## src/rtl/card_display_bank_pkg.sv

```systemverilog
// Shared definitions for the card display bank: card codes, 7-segment
// patterns (active-low, bit 6 = segment g ... bit 0 = segment a), the blink
// FSM state type and the card/digit decode helpers.
package card_disp_pkg;

    typedef logic [3:0] card_t;

    localparam card_t CARD_EMPTY = 4'd0;
    localparam card_t CARD_A     = 4'd1;
    localparam card_t CARD_10    = 4'd10;
    localparam card_t CARD_J     = 4'd11;
    localparam card_t CARD_Q     = 4'd12;
    localparam card_t CARD_K     = 4'd13;

    localparam logic [6:0] SEG_BLANK = 7'b1111111;
    localparam logic [6:0] SEG_A     = 7'b0001000;
    localparam logic [6:0] SEG_2     = 7'b0100100;
    localparam logic [6:0] SEG_3     = 7'b0110000;
    localparam logic [6:0] SEG_4     = 7'b0011001;
    localparam logic [6:0] SEG_5     = 7'b0010010;
    localparam logic [6:0] SEG_6     = 7'b0000010;
    localparam logic [6:0] SEG_7     = 7'b1111000;
    localparam logic [6:0] SEG_8     = 7'b0000000;
    localparam logic [6:0] SEG_9     = 7'b0010000;
    localparam logic [6:0] SEG_10    = 7'b1000000;
    localparam logic [6:0] SEG_J     = 7'b1100001;
    localparam logic [6:0] SEG_Q     = 7'b0011000;
    localparam logic [6:0] SEG_K     = 7'b0001001;
    localparam logic [6:0] SEG_DIG0  = 7'b1000000;
    localparam logic [6:0] SEG_DIG1  = 7'b1111001;

    typedef enum logic [1:0] {
        IDLE = 2'd0,
        OFF  = 2'd1,
        ON   = 2'd2
    } blink_state_t;

    function automatic logic [6:0] card_to_seg(card_t c);
        case (c)
            CARD_A:  return SEG_A;
            4'd2:    return SEG_2;
            4'd3:    return SEG_3;
            4'd4:    return SEG_4;
            4'd5:    return SEG_5;
            4'd6:    return SEG_6;
            4'd7:    return SEG_7;
            4'd8:    return SEG_8;
            4'd9:    return SEG_9;
            CARD_10: return SEG_10;
            CARD_J:  return SEG_J;
            CARD_Q:  return SEG_Q;
            CARD_K:  return SEG_K;
            default: return SEG_BLANK;
        endcase
    endfunction

    // Baccarat value: face cards and tens count zero.
    function automatic logic [3:0] card_value(card_t c);
        return (c >= 4'd1 && c <= 4'd9) ? c : 4'd0;
    endfunction

    function automatic logic [6:0] digit_to_seg(logic [3:0] d);
        case (d)
            4'd0:    return SEG_DIG0;
            4'd1:    return SEG_DIG1;
            4'd2, 4'd3, 4'd4, 4'd5, 4'd6, 4'd7, 4'd8, 4'd9:
                     return card_to_seg(d);
            default: return SEG_BLANK;
        endcase
    endfunction

endpackage

```

## src/rtl/card_display_bank_if.sv

```systemverilog
// Load bus from the dealer datapath into the display bank.
//   clear     : empty all slots, abort any blink
//   load_en   : write load_card into load_slot
//   load_slot : target slot index
//   load_card : card code
//   blink_en  : blink the loaded slot
interface card_display_bank_if #(
    parameter int N_SLOTS = 6
);
    import card_disp_pkg::*;

    localparam int SLOT_W = (N_SLOTS > 1) ? $clog2(N_SLOTS) : 1;

    logic              clear;
    logic              load_en;
    logic [SLOT_W-1:0] load_slot;
    card_t             load_card;
    logic              blink_en;

    modport master (output clear, load_en, load_slot, load_card, blink_en);
    modport slave  (input  clear, load_en, load_slot, load_card, blink_en);
endinterface

```

## src/rtl/card_display_bank_blink_fsm.sv

```systemverilog
// Blink sequencer for the most recently dealt slot.
//   slow_clock, resetb : clock, synchronous active-low reset
//   clear              : abort sequence
//   load_valid         : in-range load this edge
//   blink_en, load_slot: blink request and its slot
//   blank_mask         : per-slot blank request (high while OFF)
//   busy               : sequence in progress
//
// state | meaning
// IDLE  | no blink, all slots steady
// OFF   | blink_slot blanked for BLINK_HALF cycles
// ON    | blink_slot lit for BLINK_HALF cycles, then next period or IDLE
module card_blink_fsm
    import card_disp_pkg::*;
#(
    parameter int N_SLOTS     = 6,
    parameter int BLINK_HALF  = 8,
    parameter int BLINK_COUNT = 3,
    localparam int SLOT_W     = (N_SLOTS > 1) ? $clog2(N_SLOTS) : 1
) (
    input  logic               slow_clock,
    input  logic               resetb,
    input  logic               clear,
    input  logic               load_valid,
    input  logic               blink_en,
    input  logic [SLOT_W-1:0]  load_slot,
    output logic [N_SLOTS-1:0] blank_mask,
    output logic               busy
);
    localparam int HW = (BLINK_HALF > 1) ? $clog2(BLINK_HALF) : 1;
    localparam int PW = (BLINK_COUNT > 1) ? $clog2(BLINK_COUNT) : 1;

    blink_state_t      state_q, state_d;
    logic [HW-1:0]     half_q, half_d;
    logic [PW-1:0]     per_q, per_d;
    logic [SLOT_W-1:0] blink_slot_q, blink_slot_d;

    logic half_done;
    assign half_done = (half_q == HW'(BLINK_HALF - 1));

    always_comb begin
        state_d      = state_q;
        half_d       = half_q;
        per_d        = per_q;
        blink_slot_d = blink_slot_q;
        if (clear) begin
            state_d = IDLE;
            half_d  = '0;
            per_d   = '0;
        end else if (load_valid && blink_en) begin
            // New blinking load restarts the sequence from any state.
            state_d      = OFF;
            blink_slot_d = load_slot;
            half_d       = '0;
            per_d        = '0;
        end else begin
            case (state_q)
                OFF: begin
                    if (half_done) begin
                        state_d = ON;
                        half_d  = '0;
                    end else begin
                        half_d = half_q + 1'b1;
                    end
                end
                ON: begin
                    if (half_done) begin
                        half_d = '0;
                        if (per_q == PW'(BLINK_COUNT - 1)) begin
                            state_d = IDLE;
                            per_d   = '0;
                        end else begin
                            state_d = OFF;
                            per_d   = per_q + 1'b1;
                        end
                    end else begin
                        half_d = half_q + 1'b1;
                    end
                end
                default: ;
            endcase
        end
    end

    always_ff @(posedge slow_clock) begin
        if (!resetb) begin
            state_q      <= IDLE;
            half_q       <= '0;
            per_q        <= '0;
            blink_slot_q <= '0;
        end else begin
            state_q      <= state_d;
            half_q       <= half_d;
            per_q        <= per_d;
            blink_slot_q <= blink_slot_d;
        end
    end

    always_comb begin
        blank_mask = '0;
        for (int i = 0; i < N_SLOTS; i++) begin
            blank_mask[i] = (state_q == OFF) && (blink_slot_q == SLOT_W'(i));
        end
    end

    assign busy = (state_q != IDLE);

endmodule

```

## src/rtl/card_display_bank.sv

```systemverilog
// Card display bank: N_SLOTS card registers, one 7-segment digit per slot,
// a blinking highlight on the last dealt slot and a Baccarat score digit.
//   slow_clock, resetb : clock, synchronous active-low reset
//   bus                : load bus (clear/load_en/load_slot/load_card/blink_en)
//   card_out           : stored card codes, slot i at [4i+3:4i]
//   seg7_out           : active-low segments, slot i at [7i+6:7i]
//   score_seg7         : active-low digit of hand score
//   busy               : blink sequence in progress
module card_display_bank
    import card_disp_pkg::*;
#(
    parameter int N_SLOTS     = 6,
    parameter int BLINK_HALF  = 8,
    parameter int BLINK_COUNT = 3
) (
    input  logic                   slow_clock,
    input  logic                   resetb,
    card_display_bank_if.slave     bus,
    output logic [N_SLOTS*4-1:0]   card_out,
    output logic [N_SLOTS*7-1:0]   seg7_out,
    output logic [6:0]             score_seg7,
    output logic                   busy
);
    localparam int SLOT_W = (N_SLOTS > 1) ? $clog2(N_SLOTS) : 1;

    card_t                slot_q [N_SLOTS];
    card_t                slot_d [N_SLOTS];
    logic [N_SLOTS*7-1:0] seg_q, seg_d;
    logic [6:0]           score_seg_q, score_seg_d;
    logic [N_SLOTS-1:0]   blank_mask;
    logic                 load_valid;
    logic [4:0]           acc;

    assign load_valid = bus.load_en &&
                        ({1'b0, bus.load_slot} < (SLOT_W + 1)'(N_SLOTS));

    card_blink_fsm #(
        .N_SLOTS    (N_SLOTS),
        .BLINK_HALF (BLINK_HALF),
        .BLINK_COUNT(BLINK_COUNT)
    ) u_blink (
        .slow_clock (slow_clock),
        .resetb     (resetb),
        .clear      (bus.clear),
        .load_valid (load_valid),
        .blink_en   (bus.blink_en),
        .load_slot  (bus.load_slot),
        .blank_mask (blank_mask),
        .busy       (busy)
    );

    always_comb begin
        for (int i = 0; i < N_SLOTS; i++) begin
            slot_d[i] = slot_q[i];
            if (bus.clear) begin
                slot_d[i] = CARD_EMPTY;
            end else if (load_valid && (bus.load_slot == SLOT_W'(i))) begin
                slot_d[i] = bus.load_card;
            end
        end
    end

    // Outputs are decoded from the current (registered) slot and FSM state,
    // so they trail the slot registers by one edge.
    always_comb begin
        seg_d = '0;
        acc   = '0;
        for (int i = 0; i < N_SLOTS; i++) begin
            seg_d[7*i +: 7] = blank_mask[i] ? SEG_BLANK : card_to_seg(slot_q[i]);
            acc = acc + {1'b0, card_value(slot_q[i])};
            if (acc >= 5'd10) begin
                acc = acc - 5'd10;
            end
        end
        score_seg_d = digit_to_seg(acc[3:0]);
    end

    always_ff @(posedge slow_clock) begin
        if (!resetb) begin
            for (int i = 0; i < N_SLOTS; i++) begin
                slot_q[i] <= CARD_EMPTY;
            end
            seg_q       <= {N_SLOTS{SEG_BLANK}};
            score_seg_q <= SEG_DIG0;
        end else begin
            for (int i = 0; i < N_SLOTS; i++) begin
                slot_q[i] <= slot_d[i];
            end
            seg_q       <= seg_d;
            score_seg_q <= score_seg_d;
        end
    end

    always_comb begin
        for (int i = 0; i < N_SLOTS; i++) begin
            card_out[4*i +: 4] = slot_q[i];
        end
    end

    assign seg7_out   = seg_q;
    assign score_seg7 = score_seg_q;

endmodule

```

## src/flat_wrapper.sv

```systemverilog
// flat-port wrapper written by rule: the top's interface ports become plain ports
module card_display_bank_flat import card_disp_pkg::*;
#(
    parameter int N_SLOTS     = 6,
    parameter int BLINK_HALF  = 8,
    parameter int BLINK_COUNT = 3
)
  (slow_clock, resetb, card_out, seg7_out, score_seg7, busy, bus_clear, bus_load_en, bus_load_slot, bus_load_card, bus_blink_en);
  card_display_bank_if #(.N_SLOTS(N_SLOTS)) bus_i ();
  input  logic slow_clock;
  input  logic resetb;
  output logic [N_SLOTS*4-1:0] card_out;
  output logic [N_SLOTS*7-1:0] seg7_out;
  output logic [6:0] score_seg7;
  output logic busy;
  input wire logic [$bits(bus_i.clear)-1:0] bus_clear;
  input wire logic [$bits(bus_i.load_en)-1:0] bus_load_en;
  input wire logic [$bits(bus_i.load_slot)-1:0] bus_load_slot;
  input wire logic [$bits(bus_i.load_card)-1:0] bus_load_card;
  input wire logic [$bits(bus_i.blink_en)-1:0] bus_blink_en;
  assign bus_i.clear = bus_clear;
  assign bus_i.load_en = bus_load_en;
  assign bus_i.load_slot = bus_load_slot;
  assign bus_i.load_card = bus_load_card;
  assign bus_i.blink_en = bus_blink_en;
  card_display_bank #(.N_SLOTS(N_SLOTS), .BLINK_HALF(BLINK_HALF), .BLINK_COUNT(BLINK_COUNT)) u_core (.slow_clock(slow_clock), .resetb(resetb), .bus(bus_i), .card_out(card_out), .seg7_out(seg7_out), .score_seg7(score_seg7), .busy(busy));
endmodule
```

## config.mk

```make
export PLATFORM = sky130hd
export DESIGN_NAME = card_display_bank_flat
export DESIGN_NICKNAME = d
export VERILOG_FILES = /design/src/rtl/card_display_bank_pkg.sv /design/src/rtl/card_display_bank_if.sv /design/src/rtl/card_display_bank_blink_fsm.sv /design/src/rtl/card_display_bank.sv /design/src/flat_wrapper.sv
export SDC_FILE = /design/constraint.sdc
export NUM_CORES = 1
export LEC_CHECK = 0
export CAP_MARGIN = 40
export CORE_MARGIN = 3
export CORE_UTILIZATION = 40
export CTS_CLUSTER_DIAMETER = 100
export DETAILED_ROUTE_END_ITERATION = 12
export GPL_TIMING_DRIVEN = 0
export PLACE_DENSITY = 0.67
export REMOVE_ABC_BUFFERS = 1
export SKIP_CTS_REPAIR_TIMING = 1
export SLEW_MARGIN = 20
export SYNTH_ARGS = -nofsm -noshare
export SYNTH_HDL_FRONTEND = slang
export SYNTH_SLANG_ARGS = --single-unit
```

## constraint.sdc

```tcl
create_clock -name slow_clock -period 12.6 [get_ports slow_clock]
set_input_delay 2.52 -clock slow_clock [delete_from_list [all_inputs] [get_ports slow_clock]]
set_output_delay 2.52 -clock slow_clock [all_outputs]
set_load 0.1 [all_outputs]
```

# Word-level counts from Yosys, hierarchy flattened

Memories as Yosys holds them, arrays and structs flattened. A register that Yosys moved wholly into a read port is not among the register bits.
Cells that the tools add are included.

Flip-flop bits (word level): 17
Bits in latches: 0
Bits in writable memories: 24
ROM bits: 784
Bits of input ports: 12
Output and inout port bits: 74
Logic and storage cells: 161
Memories: 8

Add/sub/neg operators: 13
Multiply operators: 0
Div/mod/pow operators: 0
$lt $le $gt $ge: 19
Equality and inequality tests: 27
Shifts and indexed selects: 0
Mux-type cells: 40
Bitwise gates (word level): 8
Reductions and logical operators: 40

Memories:

| memory          | depth | width | read ports | clocked after Yosys merged registers in | wr ports | RTL line                    | text |
|---|---|---|---|---|---|---|---|
| (no name shown) | 16    | 7     | 1          | 1                                       | 0        | card_display_bank_pkg.sv:39 | `case (c)` |
| (no name shown) | 16    | 7     | 1          | 1                                       | 0        | card_display_bank_pkg.sv:39 |  |
| (no name shown) | 16    | 7     | 1          | 1                                       | 0        | card_display_bank_pkg.sv:39 |  |
| (no name shown) | 16    | 7     | 1          | 1                                       | 0        | card_display_bank_pkg.sv:39 |  |
| (no name shown) | 16    | 7     | 1          | 1                                       | 0        | card_display_bank_pkg.sv:39 |  |
| (no name shown) | 16    | 7     | 1          | 1                                       | 0        | card_display_bank_pkg.sv:39 |  |
| 2 more memories | --    | --    | --         | --                                      | --       | --                          |  |

Operators by type and width:

| kind                                                                   | count |
|---|---|
| 4-bit two-way mux                                                      | 25 |
| 5-bit by 4-bit adder with 5-bit output                                 | 5 |
| 5-bit by 4-bit >= comparator with 1-bit output (second input constant) | 5 |
| 5-bit two-way mux                                                      | 5 |
| 4-bit by 1-bit >= comparator with 1-bit output (second input constant) | 6 |
| 4-bit less-or-equal comparator (second input constant)                 | 6 |
| 7-bit case mux with 3 select lines                                     | 1 |
| 1-bit logical AND                                                      | 20 |
| 5-bit by 4-bit subtractor with 5-bit output (second input constant)    | 4 |
| 4-bit by 3-bit == test with 1-bit output (second input constant)       | 4 |
| 2-bit OR reduction                                                     | 8 |
| 3-bit == test (second input constant)                                  | 5 |
| 3-bit by 2-bit == test with 1-bit output (second input constant)       | 4 |
| 4-bit by 2-bit == test with 1-bit output (second input constant)       | 2 |
| 4-bit == test (second input constant)                                  | 2 |
| 8-bit OR reduction                                                     | 1 |
| 3-bit by 1-bit == test with 1-bit output (second input constant)       | 2 |
| 3-bit logical NOT                                                      | 2 |
| 2-bit two-way mux                                                      | 3 |
| 3-bit inequality test (second input constant)                          | 2 |
| 1-bit OR                                                               | 6 |
| 3-bit AND reduction                                                    | 2 |
| 4-bit by 4-bit subtractor with 5-bit output (second input constant)    | 1 |
| 2-bit == test (second input constant)                                  | 2 |
| other kinds (17)                                                       | 24 |

# Logic depth before layout (Yosys ltp)

An unclocked memory read counts as a cell.

Depth after elaboration: 24
Gate-level depth with buffers: 55
Gate-level depth less buffers: 53

# Hierarchy

Synthesis repeated with hierarchy kept, for this count alone.

Cells, all modules: 693
Area, all modules: 5936.9 µm²

By module, submodules not included:

| module            | instances | cells each | area each (µm²) | seq. area each (µm²) |
|---|---|---|---|---|
| card_display_bank | 1         | 636        | 5412.7          | 1461.4 |
| card_blink_fsm    | 1         | 57         | 524.3           | 200.2 |

# Least setup slack after synthesis

No wires, ideal clock.

Path kind: flip-flop to flip-flop
Start point: memory u_core.slot_q[0][1] (netlist bit)
End point: register u_core.score_seg_q[4] (netlist: u_core.score_seg7[4])
Setup time: 0.139 ns
Arrival time: 11.673 ns
Data required time: 12.461 ns
Setup slack: 0.788 ns
Cell stages (with the launch flop): 51
Buffers on the path: 2
Period minus slack after synthesis: 11.812 ns
Path through: dfxtp_1 clkbuf_1 inv_1 ha_1 nor4b_1 a21oi_1 nand2_1 ha_1 inv_1 ha_1 a41o_1 mux2i_1 ha_1 xor2_1 ha_1 nand2_1 a21boi_0 xor2_1 [... 15 more ...] fa_1 a21o_1 a21oi_1 xnor2_1 a21oi_1 xnor2_1 fa_1 a21o_1 a21oi_1 nor4_4 o21ai_2 xnor2_1 ha_1 or2_2 nand2_1 a211oi_1 a311oi_2 o32ai_1

RTL lines:

| element                | RTL line                | text |
|---|---|---|
| start: declaration     | card_display_bank.sv:26 | `card_t slot_q [N_SLOTS];` |
| end signal: assignment | card_display_bank.sv:90 | `score_seg_q <= score_seg_d;` |
| end: declaration       | card_display_bank.sv:29 | `logic [6:0] score_seg_q, score_seg_d;` |

==> metrics.cfg <==
[floorplan]
io_pins = 86
die_x_um = 128
die_y_um = 128
dieArea_um2 = 16400
core_um2 = 14600
num_rows = 44
start_util_pct = 41.0

[route]
first_pass_iters = 4
routed_wl_um = 15500
drt_iter0_markers = 241
drc = 0
vias = 5642
final_antenna_net_count = 0
via_per_inst = 5.23
post_drt_wl_per_cell_um = 14.4

[setup_path]
worstPathRequired_ns = 12.81
crit_family = compound AO/OA/AOI/OAI gates
crit_fanout = 11
cp.arrival_ns = 11.88
cp_slowest_cell = fa_1
setup.worst_path.end_class = flop
worstSetupStartpointType = flop
max_stage_delay_ns = 0.49
path_class = reg2reg
path_buf_inv = 3

[power]
p_leak_uw = 0.00367
peakVddDrop_uv = 58.7
finalPower_uw = 660
power_density_nw_per_um2 = 76.9

[clock_tree]
cts_tree = built
clk-insertion-delay-late_ns = 0.35
cts_buffer_depth = 2
cts-root-buf = clkbuf_16
htreeDepth = 3
cts.sinks = 83
cts_buffers = 9
cts.reportedPaths.clkPinSlew_ns = 0.06

[global_routing]
grt_pass1_wl_um = 26200
grt_start_max_net_pins = 21
grt_antenna_before_repair = 0
grt_pass1_vias = 5493
grt_util_all_layers_pct = 19.6
grt_overflow_total = 0

[sta]
rsz0062_at_grt = no
hold_viol = 0
finClkSkew_ns = 0.0113
post-route-period-util_pct = 92.6
final.min_clock_period_ns = 11.67
finalSetupViolations = 0
layout_setup_ws_ns = 0.932
fmax_mhz = 85.7
maxSlewViolCount = 0
worstMarginPinSlew_ns = 0.813
max-slew-margin-rel_pct = 45.7
tns_ns = 0

[placed_design]
hpwlAfterDp_um = 11700
place_ws_ns = 0.0837
place_inst = 1060
numPortBuffers = 85
gp_congestion = 0.856

[yosys]
syn-cell-area_um2 = 5980
synth_cell_types = 72
synth_ff_type = dfxtp_1
ys_async_sr_fraction_pct = 0
yosysWarningCount = 0
synth.avg_cell_area_um2 = 8.08
syn_inst = 740
seq_area_frac_synth_pct = 27.8
synth_edf_count = 0
ys_ff_latch = 83

[layout]
final_core_util_pct = 58.8
fin_cells = 1078
drive_above_1_share_pct = 14.1
n_fill_cell = 1260
final_nets = 973
antenna_cells = 0
area_growth_pct = 43.6

[flow_run]
max_cap_violations = 0

[worst_hold_path]
hold_path.class = reg2reg

[run_status]
run_status = complete, no violations

-- per-layer routing --
layer / routed length [µm] / track usage, % / vias to the layer above
met3: 747 / 4.00 / 25
met1: 7010 / 24.5 / 2616
met4: 325 / 6.43 / 0
li1: - / - / 2879
met5: 0 / 0 / -
met2: 7390 / 33.5 / 122
-- cell families after synthesis --
| kind of cell | Yosys count | synth area share (%) |
|---|---|---|
| fa+ha+maj | 72 | 15.7 |
| flops | 83 | 27.8 |
| simple gates | 269 | 21.0 |
| mux | 36 | 6.89 |
| compound gates | 186 | 20.7 |
| buf+inv | 73 | 4.73 |
| xor+xnor | 21 | 3.20 |
-- placed cells by master (no fill, tap or decap), types with 13 or more instances in the layout --
master,Yosys,layout
nor2b_1,16,16
o21ai_0,48,48
and2_1,14,14
inv_1,49,49
nor2_1,95,95
a31oi_1,13,13
clkdlybuf4s50_1,0,85
buf_8,0,64
a21oi_1,50,47
nand2_1,83,83
dfxtp_1,83,82
ha_1,67,66
mux2i_1,31,31
nand3_1,15,15
-- state kept, by name, indices dropped and copies added, names as in the netlist --
name	cells
u_core.score_seg7	7
u_core.u_blink.blink_slot_q	3
u_core.seg7_out	42
u_core.slot_q	24
u_core.u_blink.half_q	3
u_core.u_blink.state_q	2
u_core.u_blink.per_q	2
-- per-stage QoR --
stage,hold slack [ns],area (µm²)
finish,0.479,8580
global route,0.521,8580
CTS,0.485,8510
detailed placement,0.476,8220
global placement,0.474,6960
floorplan,0.458,5880
-- worst register-to-register path: cells and delay by family (launching register included) --
kind            cells  cell delay (ns)
compound gates     17             3.51
xor+xnor            8             1.69
fa+ha+maj          10             3.44
buf+inv             3             0.39
flops               1             0.45
mux                 1             0.13
simple gates       12             1.92
-- final timing paths --
path / depth (start not counted) / to / startpoint / slack [ns]
max: 51 / u_core.score_seg7[5] / u_core.slot_q[0][1] / 0.93
min: 2 / u_core.u_blink.per_q[1] / u_core.u_blink.per_q[1] / 0.48
max reg2reg: 51 / u_core.score_seg7[5] / u_core.slot_q[0][1] / 0.93
min reg2reg: 2 / u_core.u_blink.per_q[1] / u_core.u_blink.per_q[1] / 0.48
-- cells in the mapped netlist (4+ instances only) --
master	n	area (µm²)
nor2b_1	16	100
dfxtp_1	83	1660
a31oi_1	13	81.3
nand2_1	83	312
mux2i_1	31	310
nor3_1	10	50.1
inv_1	49	184
o211ai_1	4	30.0
fa_1	5	100
a21o_1	11	82.6
a21oi_1	50	250
nand3_1	15	75.1
xor2_1	10	87.6
ha_1	67	838
nand2b_1	11	68.8
nor2_1	95	357
and3_1	4	25.0
o2bb2ai_1	5	43.8
a211oi_1	9	67.6
o21ai_0	48	240
mux4_2	4	90.1
and2_1	14	87.6
a22oi_1	4	30.0
xnor2_1	10	87.6
clkbuf_1	20	75.1
-- power by group --
group | internal, µW | switching, µW
Clock | 154 | 110
Combinational | 45.4 | 78.4
Sequential | 268 | 3.64
Total | 467 | 192
-- area by class of cell --
class,instances,area (µm²),share of cell area (%)
multi-input cells,584,4080,47.6
repair buffers,162,2130,24.8
flip-flops and latches,83,1660,19.4
clock buffers,12,236,2.76
well taps,184,230,2.68
inverters,49,184,2.14
clock inverters,4,51.3,0.598
Power figures use the tool's default switching activity.
==> variant (config.mk and constraints unchanged) <==
Reset style: asynchronous (`resetb`), changed in 2 clocked blocks. Comments in the files are not updated.
--- a/src/rtl/card_display_bank_blink_fsm.sv
+++ b/src/rtl/card_display_bank_blink_fsm.sv
@@ -83,5 +83,5 @@
     end
 
-    always_ff @(posedge slow_clock) begin
+    always_ff @(posedge slow_clock or negedge resetb) begin
         if (!resetb) begin
             state_q      <= IDLE;
--- a/src/rtl/card_display_bank.sv
+++ b/src/rtl/card_display_bank.sv
@@ -76,5 +76,5 @@
     end
 
-    always_ff @(posedge slow_clock) begin
+    always_ff @(posedge slow_clock or negedge resetb) begin
         if (!resetb) begin
             for (int i = 0; i < N_SLOTS; i++) begin
Behaviour: differs if resetb is asserted again (counterexample within 4 cycles, from zero or initial values and one cycle with resetb low); with resetb held inactive, the same outputs for 4 cycles.
==> variant against the unedited design <==
Area after synthesis up 7.6%; synthesized cell count is 3.4% lower; first-iteration DRC count increased by 13%; setup slack gained 0.11 ns; final area grew 5.1%; global-route usage is 1.5 points lower; count of clock-buffer cells in the layout decreased by 2; non-clock buffer count is 1 higher; routed wire length fell by 0.23%; sequential cell count stayed put; critical endpoint is now u_core.score_seg7[3]; highest routed layer unchanged.
Power is not compared: it rests on default switching activity, and its combinational part moved more than twofold at a synthesized area within 25%.
==> variant: results (changes against the unedited design) <==
- Status: complete, no violations
- DP Area: 8658 um^2 (+5.3%)
- Global Route met1 Usage: 24.47% (-0.059 points)
- Final net count: 948 (-2.6%)
- Async SR Flop Fraction: 100.0% (+100 points)
- Reg2Reg Depth: 50 (-2.0%)
- Cell variety after synth: 68 (-5.6%)
- Synth area leaders: dfstp_2, dfrtp_1, ha_1, mux2i_1, nand2_1
- Final hold slack: 0.5300 ns (+0.05110 ns)
- Routed len/inst: 14.31 um (-0.32%)
- Complex-gate fraction of the synthesized area: 14.97% (-5.7 points)
- Critical Path Max Stage Delay: 0.71 ns (+0.22 ns)
- Via Count: 5506 (-2.4%)
- Largest net degree at the start of global routing: 45 (+110%)
- Post-synthesis mux area share: 10.69% (+3.8 points)
- Setup Skew: 0.008994 ns (-0.002276 ns)
- Post-Synth Adder-Cell Area: 14.79% (-0.91 points)
- Reg-to-Reg Start: u_core.card_out[0]
- Prevailing post-synth register cell: dfstp_2
- Met2 wire len: 7279 um (-1.5%)
- Pre-CTS WS: 0.3397 ns (+0.2560 ns)
- Post-DP HPWL: 11520 um (-1.7%)
- Met2 GRT Util: 29.67% (-3.9 points)
- Relative slew slack: 46.82% (+1.1 points)
- Detailed Route Iter0 Violations: 272 (+13%)
- Hold Path Origin: u_core.u_blink.half_q[2]
- Met3 usage: 3.916% (-0.084 points)
==> variant: final cells by class <==
| class | instances | area [um^2] |
|---|---|---|
| fillers | 1315 | 6469 |
| multi-input cells | 559 | 4090 |
| flip-flops and latches | 83 | 2131 |
| repair buffers | 163 | 2074 |
| well taps | 211 | 264.0 |
| clock buffers | 10 | 229.0 |
| inverters | 47 | 176.4 |
| clock inverters | 6 | 50.05 |
==> variant: power breakdown <==
group,leakage (uW),internal [uW],switching (uW)
clock network,0.000131,136,116
logic,0.00287,183,304
registers,0.000991,300,15.4
total,0.00399,618,435
==> variant: logic make-up after synthesis <==
group,count (synthesis)
flops,83
xor+xnor,22
compound gates,142
simple gates,261
buf+inv,73
mux,61
fa+ha+maj,73
==> variant: worst min-delay path, stage by stage, from the launching register on <==
cell,delay (ns)
dfrtp_1,0.35
mux2i_1,0.07
nor2_1,0.08
